## config.mk

```make
export PLATFORM = sky130hd
export DESIGN_NAME = bcd_counter_n
export DESIGN_NICKNAME = d
export VERILOG_FILES = /design/src/rtl/bcd_counter_n.sv
export SDC_FILE = /design/constraint.sdc
export NUM_CORES = 1
export LEC_CHECK = 0
export ABC_AREA = 1
export CORE_MARGIN = 1
export CORE_UTILIZATION = 50
export CTS_CLUSTER_SIZE = 12
export DETAILED_ROUTE_END_ITERATION = 16
export PLACE_DENSITY = 0.91
export SYNTH_ARGS = -nofsm -noshare
export SYNTH_HDL_FRONTEND = slang
export SYNTH_SLANG_ARGS = --single-unit
```

## constraint.sdc

```tcl
create_clock -name i_clk -period 2.06 [get_ports i_clk]
set_input_delay 0.515 -clock i_clk [delete_from_list [all_inputs] [get_ports i_clk]]
set_output_delay 0.515 -clock i_clk [all_outputs]
set_load 0.005 [all_outputs]
```

## src/rtl/bcd_counter_n.sv

```systemverilog
// Synchronous N-digit BCD event counter: sigin synchroniser, up/down, load, wrap pulse, sticky ovf.
// Define BCD_SATURATE_EN to saturate at 9..9 / 0..0 instead of wrapping.
module bcd_counter_n #(
    parameter int unsigned DIGITS      = 4,
    parameter int unsigned SYNC_STAGES = 2
) (
    input  logic                  i_clk,
    input  logic                  i_rst_n,
    input  logic                  i_sigin,
    input  logic                  i_cnt_clean,
    input  logic                  i_cnt_en,
    input  logic                  i_up_dn,
    input  logic                  i_load,
    input  logic [4*DIGITS-1:0]   i_load_val,
    output logic [4*DIGITS-1:0]   o_cnt,
    output logic                  o_wrap,
    output logic                  o_ovf
);

    localparam int unsigned W = 4 * DIGITS;

    logic [SYNC_STAGES-1:0] r_sync;
    logic                   r_prev;
    logic [W-1:0]           r_cnt;
    logic                   r_wrap;
    logic                   r_ovf;

    logic                   w_ev;
    logic [W-1:0]           w_cnt_step;
    logic                   w_carry;
    logic [3:0]             w_digit;
    logic [W-1:0]           w_load_san;
    logic [3:0]             w_nib;

    always_ff @(posedge i_clk or negedge i_rst_n) begin
        if (!i_rst_n) begin
            r_sync <= '0;
            r_prev <= 1'b0;
        end else begin
            r_sync <= {r_sync[SYNC_STAGES-2:0], i_sigin};
            r_prev <= r_sync[SYNC_STAGES-1];
        end
    end

    assign w_ev = r_sync[SYNC_STAGES-1] & ~r_prev;

    // Carry/borrow chain across all digits; w_carry ends as the top-digit carry/borrow out.
    always_comb begin
        w_cnt_step = r_cnt;
        w_carry    = 1'b1;
        w_digit    = 4'd0;
        for (int i = 0; i < DIGITS; i++) begin
            w_digit = r_cnt[4*i +: 4];
            if (w_carry) begin
                if (i_up_dn) begin
                    if (w_digit == 4'd9) begin
                        w_cnt_step[4*i +: 4] = 4'd0;
                    end else begin
                        w_cnt_step[4*i +: 4] = w_digit + 4'd1;
                        w_carry              = 1'b0;
                    end
                end else begin
                    if (w_digit == 4'd0) begin
                        w_cnt_step[4*i +: 4] = 4'd9;
                    end else begin
                        w_cnt_step[4*i +: 4] = w_digit - 4'd1;
                        w_carry              = 1'b0;
                    end
                end
            end
        end
    end

    always_comb begin
        w_load_san = '0;
        w_nib      = 4'd0;
        for (int i = 0; i < DIGITS; i++) begin
            w_nib                = i_load_val[4*i +: 4];
            w_load_san[4*i +: 4] = (w_nib > 4'd9) ? 4'd0 : w_nib;
        end
    end

    always_ff @(posedge i_clk or negedge i_rst_n) begin
        if (!i_rst_n) begin
            r_cnt  <= '0;
            r_wrap <= 1'b0;
            r_ovf  <= 1'b0;
        end else if (!i_cnt_clean) begin
            r_cnt  <= '0;
            r_wrap <= 1'b0;
            r_ovf  <= 1'b0;
        end else if (i_load) begin
            r_cnt  <= w_load_san;
            r_wrap <= 1'b0;
        end else if (w_ev && i_cnt_en) begin
`ifdef BCD_SATURATE_EN
            r_wrap <= 1'b0;
            if (w_carry) begin
                r_ovf <= 1'b1;
            end else begin
                r_cnt <= w_cnt_step;
            end
`else
            r_cnt  <= w_cnt_step;
            r_wrap <= w_carry;
            if (w_carry) begin
                r_ovf <= 1'b1;
            end
`endif
        end else begin
            r_wrap <= 1'b0;
        end
    end

    assign o_cnt  = r_cnt;
    assign o_wrap = r_wrap;
    assign o_ovf  = r_ovf;

endmodule

```

==> flow_summary.toml, run 1 <==
[clocking]
clock_tree.buffer_depth = 2
worstSkewPairLatency_ns = 0.32
tritoncts = "yes"
post_cts.repair.setup_buffers = 0
clock-sinks = 21
hold_buffers = 0
resized_after_cts = 0
cts_root_buffer = "clkbuf_4"
cts_max_level = 1
cts_made_buffers = 3
clkTransAtPathRegs_ns = 0.13

[worst_setup_path]
cp.required_ns = 1.54
setup.reg_to_reg.worst_slack_ns = 0.30
critical_path.max_stage_delay_ns = 0.56
critical_path.top_delay_family = "buffers and inverters"
timing.setup.critical_path_class = "reg2out"
reg2regPathDepth = 10
worst_setup_start_kind = "flip-flop"
cp_cell_sequence = "clkdlybuf4s50_1"
arrival_ns = 1.39
worst_path_max_delay_cell = "clkdlybuf4s50_1"
critPathCaptureType = "output port"
rr_endpoint = "o_cnt[15]"
critical_path.reg2reg.startpoint = "o_cnt[1]"
worstPathBufferInverterCount = 1
crit_fanout = 6

[yosys]
ys_warn_count = 0
synth_compound_area_share_pct = 13.70
synth.mux.area_fraction_pct = 0
synth_xor_xnor_area_share_pct = 1.546
combinational_family_with_the_most_area_after_synthesis = "simple AND/OR/NAND/NOR gates"
post_synth_net_total = 284
simple_gate_fraction_of_synth_area_pct = 39.84
netlist-cell-type-count = 28
seq_area_frac_synth_pct = 30.93
synth_top_area_share_pct = 30.93
synthDominantAreaCellType = "dfrtp_1"
postSynthRegisterBits = 21
synthAdderAreaFrac_pct = 5.155
cell_types_occupying_the_most_area_after_synthesis = "dfrtp_1 (31%), nand2_1 (15%), nand3_1 (13%)"
syn_inst = 254
synth.avg_cell_area_sq_um = 6.689
synth.cell_area_sq_um = 1699

[hold_path]
start_point_of_the_worst_min_delay_path = "r_sync[0]"
worstHoldEndpoint = "r_sync[1]"
hold_class = "reg2reg"
hold-path-cell-count = 0

[timing]
final-hold-violation-count = 0
finalMaxSlewViolations = 0
final.period_utilization_pct = 92.34
max-slew-margin-rel_pct = 71.88
rsz0062_at_grt = "false"
timing.setup.tns_ns = 0
min_period_ns = 1.902
timing_worst_slew_pin_value_ns = 0.4213
clock-skew-final_ns = 0.01921
worst_hold_slack_ns = 0.3834
setup_slack_ns = 0.1577
timing.fmax_ghz = 0.5257
report.final.setup_viol = 0

[die]
chipWidth_um = 60.30
core.rowCount = 20
top_level_ports = 41
chipHeight_um = 60.30
floorplan.initialDensity_pct = 54.32
die_area_sq_um = 3635
core_area_sq_um = 3128

[job]
number_of_max_cap_violations = 0

[routing]
firstDrtPassIters = 4
wl_per_cell_um = 12.32
vias_per_cell = 5.413
totalWireLength_um = 4263
via_count = 1873
detailedRoute.firstIterationViolations = 153
drtAntennaViolNets = 0
drc_errors = 0

[final_layout]
antenna_cells_inserted = 0
layout.cells.non_filler = 346
area.growth.synth_to_final_pct = 30.19
post_route_cells_drive_above_1_share_pct = 9.272
fin_nets = 333

[global_route]
track_usage_pct = 26.25
antenna_violations_before_repair = 0
grt-ovfl-total = 0
grt_pass1_wl_um = 7182
met1_usage_pct = 32.30
global_route.peak_usage_layer = "met2"
grt_use_met3_pct = 6.061
use_met2_pct = 44.11
grt_pass1_vias = 1751
grt_max_degree = 22

[power_and_ir_drop]
leakage_nw = 1.085
design_power_total_mw = 1.141
irDropWorstVdd_uv = 423.2
cellPowerDensity_nw_per_um2 = 515.6

[placement]
dpl_worst_slack_ns = 0.05710
detailed_place_hpwl_um = 3338
placed_cells = 342
globalplace.congestion = 0.9004
numPortBuffers = 40

[outcome]
run_status = "finished clean"
sequential cells by signal, indices dropped and copies added (netlist names):
register,cells
o_cnt,16
o_ovf,1
o_wrap,1
r_prev,1
r_sync,2
Yosys cell counts:
| cell | number |
|---|---|
| inv_6 | 1 |
| or2_1 | 1 |
| ha_1 | 7 |
| o21ai_4 | 1 |
| nor2_1 | 18 |
| nand3_2 | 1 |
| nor2_2 | 1 |
| nand3_1 | 45 |
| xor2_1 | 3 |
| inv_1 | 25 |
| dfrtp_1 | 21 |
| o211ai_1 | 3 |
| clkbuf_8 | 1 |
| nand2_4 | 1 |
| o21ai_0 | 19 |
| buf_4 | 1 |
| clkbuf_1 | 2 |
| o21ai_2 | 1 |
| a21oi_1 | 14 |
| nand2_1 | 69 |
| nor3_1 | 1 |
| a31oi_1 | 2 |
| nor2_4 | 2 |
| nand4_1 | 4 |
| nand2_2 | 3 |
| inv_2 | 5 |
| o31ai_1 | 1 |
| nor2_8 | 1 |
logic make-up (layout without fill, tap and decap cells):
kind of cell               after synthesis  after routing
and+or+nand+nor                        147            147
buffers and inverters                   35             83
adders and majority gates                7              7
DFF                                     21             21
AOI/OAI and AO/OA                       41             41
xor gates and xnor gates                 3              3
layout make-up:
cell class              count  area, sq um
flip-flops and latches     21        525.5
repair buffers             48        460.4
inverters                  31        121.4
clock buffers               4        26.28
well taps                  44        55.05
multi-input cells         198         1023
fillers                   256        915.9
report_power, final:
part | internal, mW | total (mW) | switching (mW)
sequential | 0.447 | 0.505 | 0.0579
combinational | 0.204 | 0.432 | 0.228
clock | 0.0757 | 0.204 | 0.128
metal layers:
layer	share of wire, %	vias to the layer above
met5	0	-
met4	1.9	0
met3	6.3	15
met2	48	74
met1	43	841
li1	-	943
cells in the final DEF (no fill, tap or decap), drive strengths merged:
master and n:
nor2 22, nor3 1, ha 7, inv 31, a31oi 2, o21ai 21, a21oi 14, or2 1
nand2 73, buf 8, clkdlybuf4s50 40, xor2 3, clkbuf 4, o31ai 1, o211ai 3, nand4 4
dfrtp 21, nand3 46
how the worst max path moves through the flow:
stage / startpoint / to / depth (start not counted)
3_3_place_gp: i_up_dn / o_cnt[15] / 9
4_1_cts: o_cnt[2] / o_cnt[2] / 1
3_5_place_dp: i_up_dn / o_cnt[13] / 9
5_1_grt: o_cnt[2] / o_cnt[2] / 1
6_report: o_cnt[2] / o_cnt[2] / 1
2_1_floorplan: o_cnt[1] / o_cnt[7] / 9
metrics by stage:
| stage | cell area, sq um | utilization [%] |
|---|---|---|
| after floorplan | 1699 | - |
| after global placement | 2186 | 69.88 |
| after detailed placement | 2186 | 69.88 |
| after CTS | 2212 | 70.72 |
| after global routing | 2212 | 70.72 |
| final | 2212 | 70.72 |
Note: power is estimated with default switching activity, not from simulation.
==> run 2, diff against run 1 <==
- clock period: 2.06 -> 2.1 ns (I/O delays scaled with it)
==> flow_summary.toml, run 2 (same netlist as run 1, synthesis figures left out) <==
[global_route]
track_usage_pct = 24.57
grt_pass1_wl_um = 6713
antenna_violations_before_repair = 0
grt_pass1_vias = 1569
grt_max_degree = 22
grt-ovfl-total = 0

[job]
number_of_max_cap_violations = 0

[timing]
timing.setup.tns_ns = 0
timing.fmax_ghz = 0.5317
timing_worst_slew_pin_value_ns = 0.4513
worst_hold_slack_ns = 0.3599
report.final.setup_viol = 0
clock-skew-final_ns = 0.01911
min_period_ns = 1.881
max-slew-margin-rel_pct = 69.60
finalMaxSlewViolations = 0
final.period_utilization_pct = 89.56
setup_slack_ns = 0.2193
rsz0062_at_grt = "false"
final-hold-violation-count = 0

[placement]
numPortBuffers = 40
globalplace.congestion = 0.9258
dpl_worst_slack_ns = 0.05167
detailed_place_hpwl_um = 3222

[die]
core_area_sq_um = 3128
floorplan.initialDensity_pct = 54.32
top_level_ports = 41
core.rowCount = 20
die_area_sq_um = 3635
chipHeight_um = 60.30
chipWidth_um = 60.30

[clocking]
clock_tree.buffer_depth = 2
clkTransAtPathRegs_ns = 0.14
cts_made_buffers = 3
hold_buffers = 0
tritoncts = "yes"
post_cts.repair.setup_buffers = 0
resized_after_cts = 0
cts_max_level = 1
worstSkewPairLatency_ns = 0.32
cts_root_buffer = "clkbuf_4"
clock-sinks = 21

[routing]
via_count = 1808
vias_per_cell = 5.256
detailedRoute.firstIterationViolations = 142
firstDrtPassIters = 4
wl_per_cell_um = 12.17
drc_errors = 0
totalWireLength_um = 4188
drtAntennaViolNets = 0

[worst_setup_path]
critical_path.reg2reg.startpoint = "o_cnt[0]"
rr_endpoint = "o_cnt[7]"
cp_cell_sequence = "clkdlybuf4s50_1"
worstPathBufferInverterCount = 1
setup.reg_to_reg.worst_slack_ns = 0.37
crit_fanout = 6
critical_path.top_delay_family = "buffers and inverters"
worst_setup_start_kind = "flip-flop"
critical_path.max_stage_delay_ns = 0.54
cp.required_ns = 1.57
critPathCaptureType = "output port"
timing.setup.critical_path_class = "reg2out"
arrival_ns = 1.36
reg2regPathDepth = 8
worst_path_max_delay_cell = "clkdlybuf4s50_1"

[final_layout]
final_cell_mix = "nand2_1 (69), nand3_1 (45), clkdlybuf4s50_1 (40), inv_1 (25), dfrtp_1 (21)"
fin_nets = 331
area.growth.synth_to_final_pct = 29.38
post_route_cells_drive_above_1_share_pct = 9.000
largest_reg_flops = 16
antenna_cells_inserted = 0
most_common_cell_after_layout_fill_and_taps_aside = "nand2_1"

[hold_path]
start_point_of_the_worst_min_delay_path = "r_sync[0]"
hold_class = "reg2reg"
worstHoldEndpoint = "r_sync[1]"
hold-path-cell-count = 0

[power_and_ir_drop]
leakage_nw = 1.078
irDropWorstVdd_uv = 298.2
cellPowerDensity_nw_per_um2 = 510.8

[outcome]
run_status = "finished clean"
-- run 2: changes by cell type in the layout (fill, tap and decap cells not counted) --
| cell | previous run | this run |
|---|---|---|
| clkbuf_1 | 1 | 0 |
| buf_4 | 8 | 6 |
| clkinv_2 | 0 | 1 |
-- run 2: worst max path at each step --
stage | start | end | cells after the start
floorplan | o_cnt[1] | o_cnt[7] | 9
global placement | i_up_dn | o_cnt[14] | 9
detailed placement | i_up_dn | o_cnt[13] | 9
CTS | o_cnt[14] | o_cnt[14] | 1
global route | o_cnt[12] | o_cnt[12] | 1
finish | o_cnt[2] | o_cnt[2] | 1
-- run 2: routing by layer --
metal	up-vias	global-route usage [%]	part of all wire, %
met3	7	1.948	4.8
li1	933	-	-
met2	49	40.35	47
met4	0	8.638	1.2
met1	819	33.65	47
met5	-	0	0
-- run 2: area by class of cell --
cell class,instances,area [sq um]
multi-input cells,198,1023
fillers,260,929.6
flip-flops and latches,21,525.5
repair buffers,46,445.4
inverters,31,121.4
well taps,44,55.05
clock buffers,3,22.52
clock inverters,1,5.005
-- run 2: power by group --
group,internal (mW),switching [mW]
clock network,0.0712,0.138
registers,0.438,0.0559
logic,0.198,0.221
total,0.708,0.415
-- run 2: per-stage QoR --
stage	cells	instance area, sq um	util [%]	total power [mW]
finish	344	2198	70.28	1.123
global route	344	2198	70.28	1.197
CTS	344	2198	70.28	1.120
detailed placement	340	2171	69.40	0.9169
global placement	340	2171	69.40	0.9098
floorplan	254	1699	-	0.7374
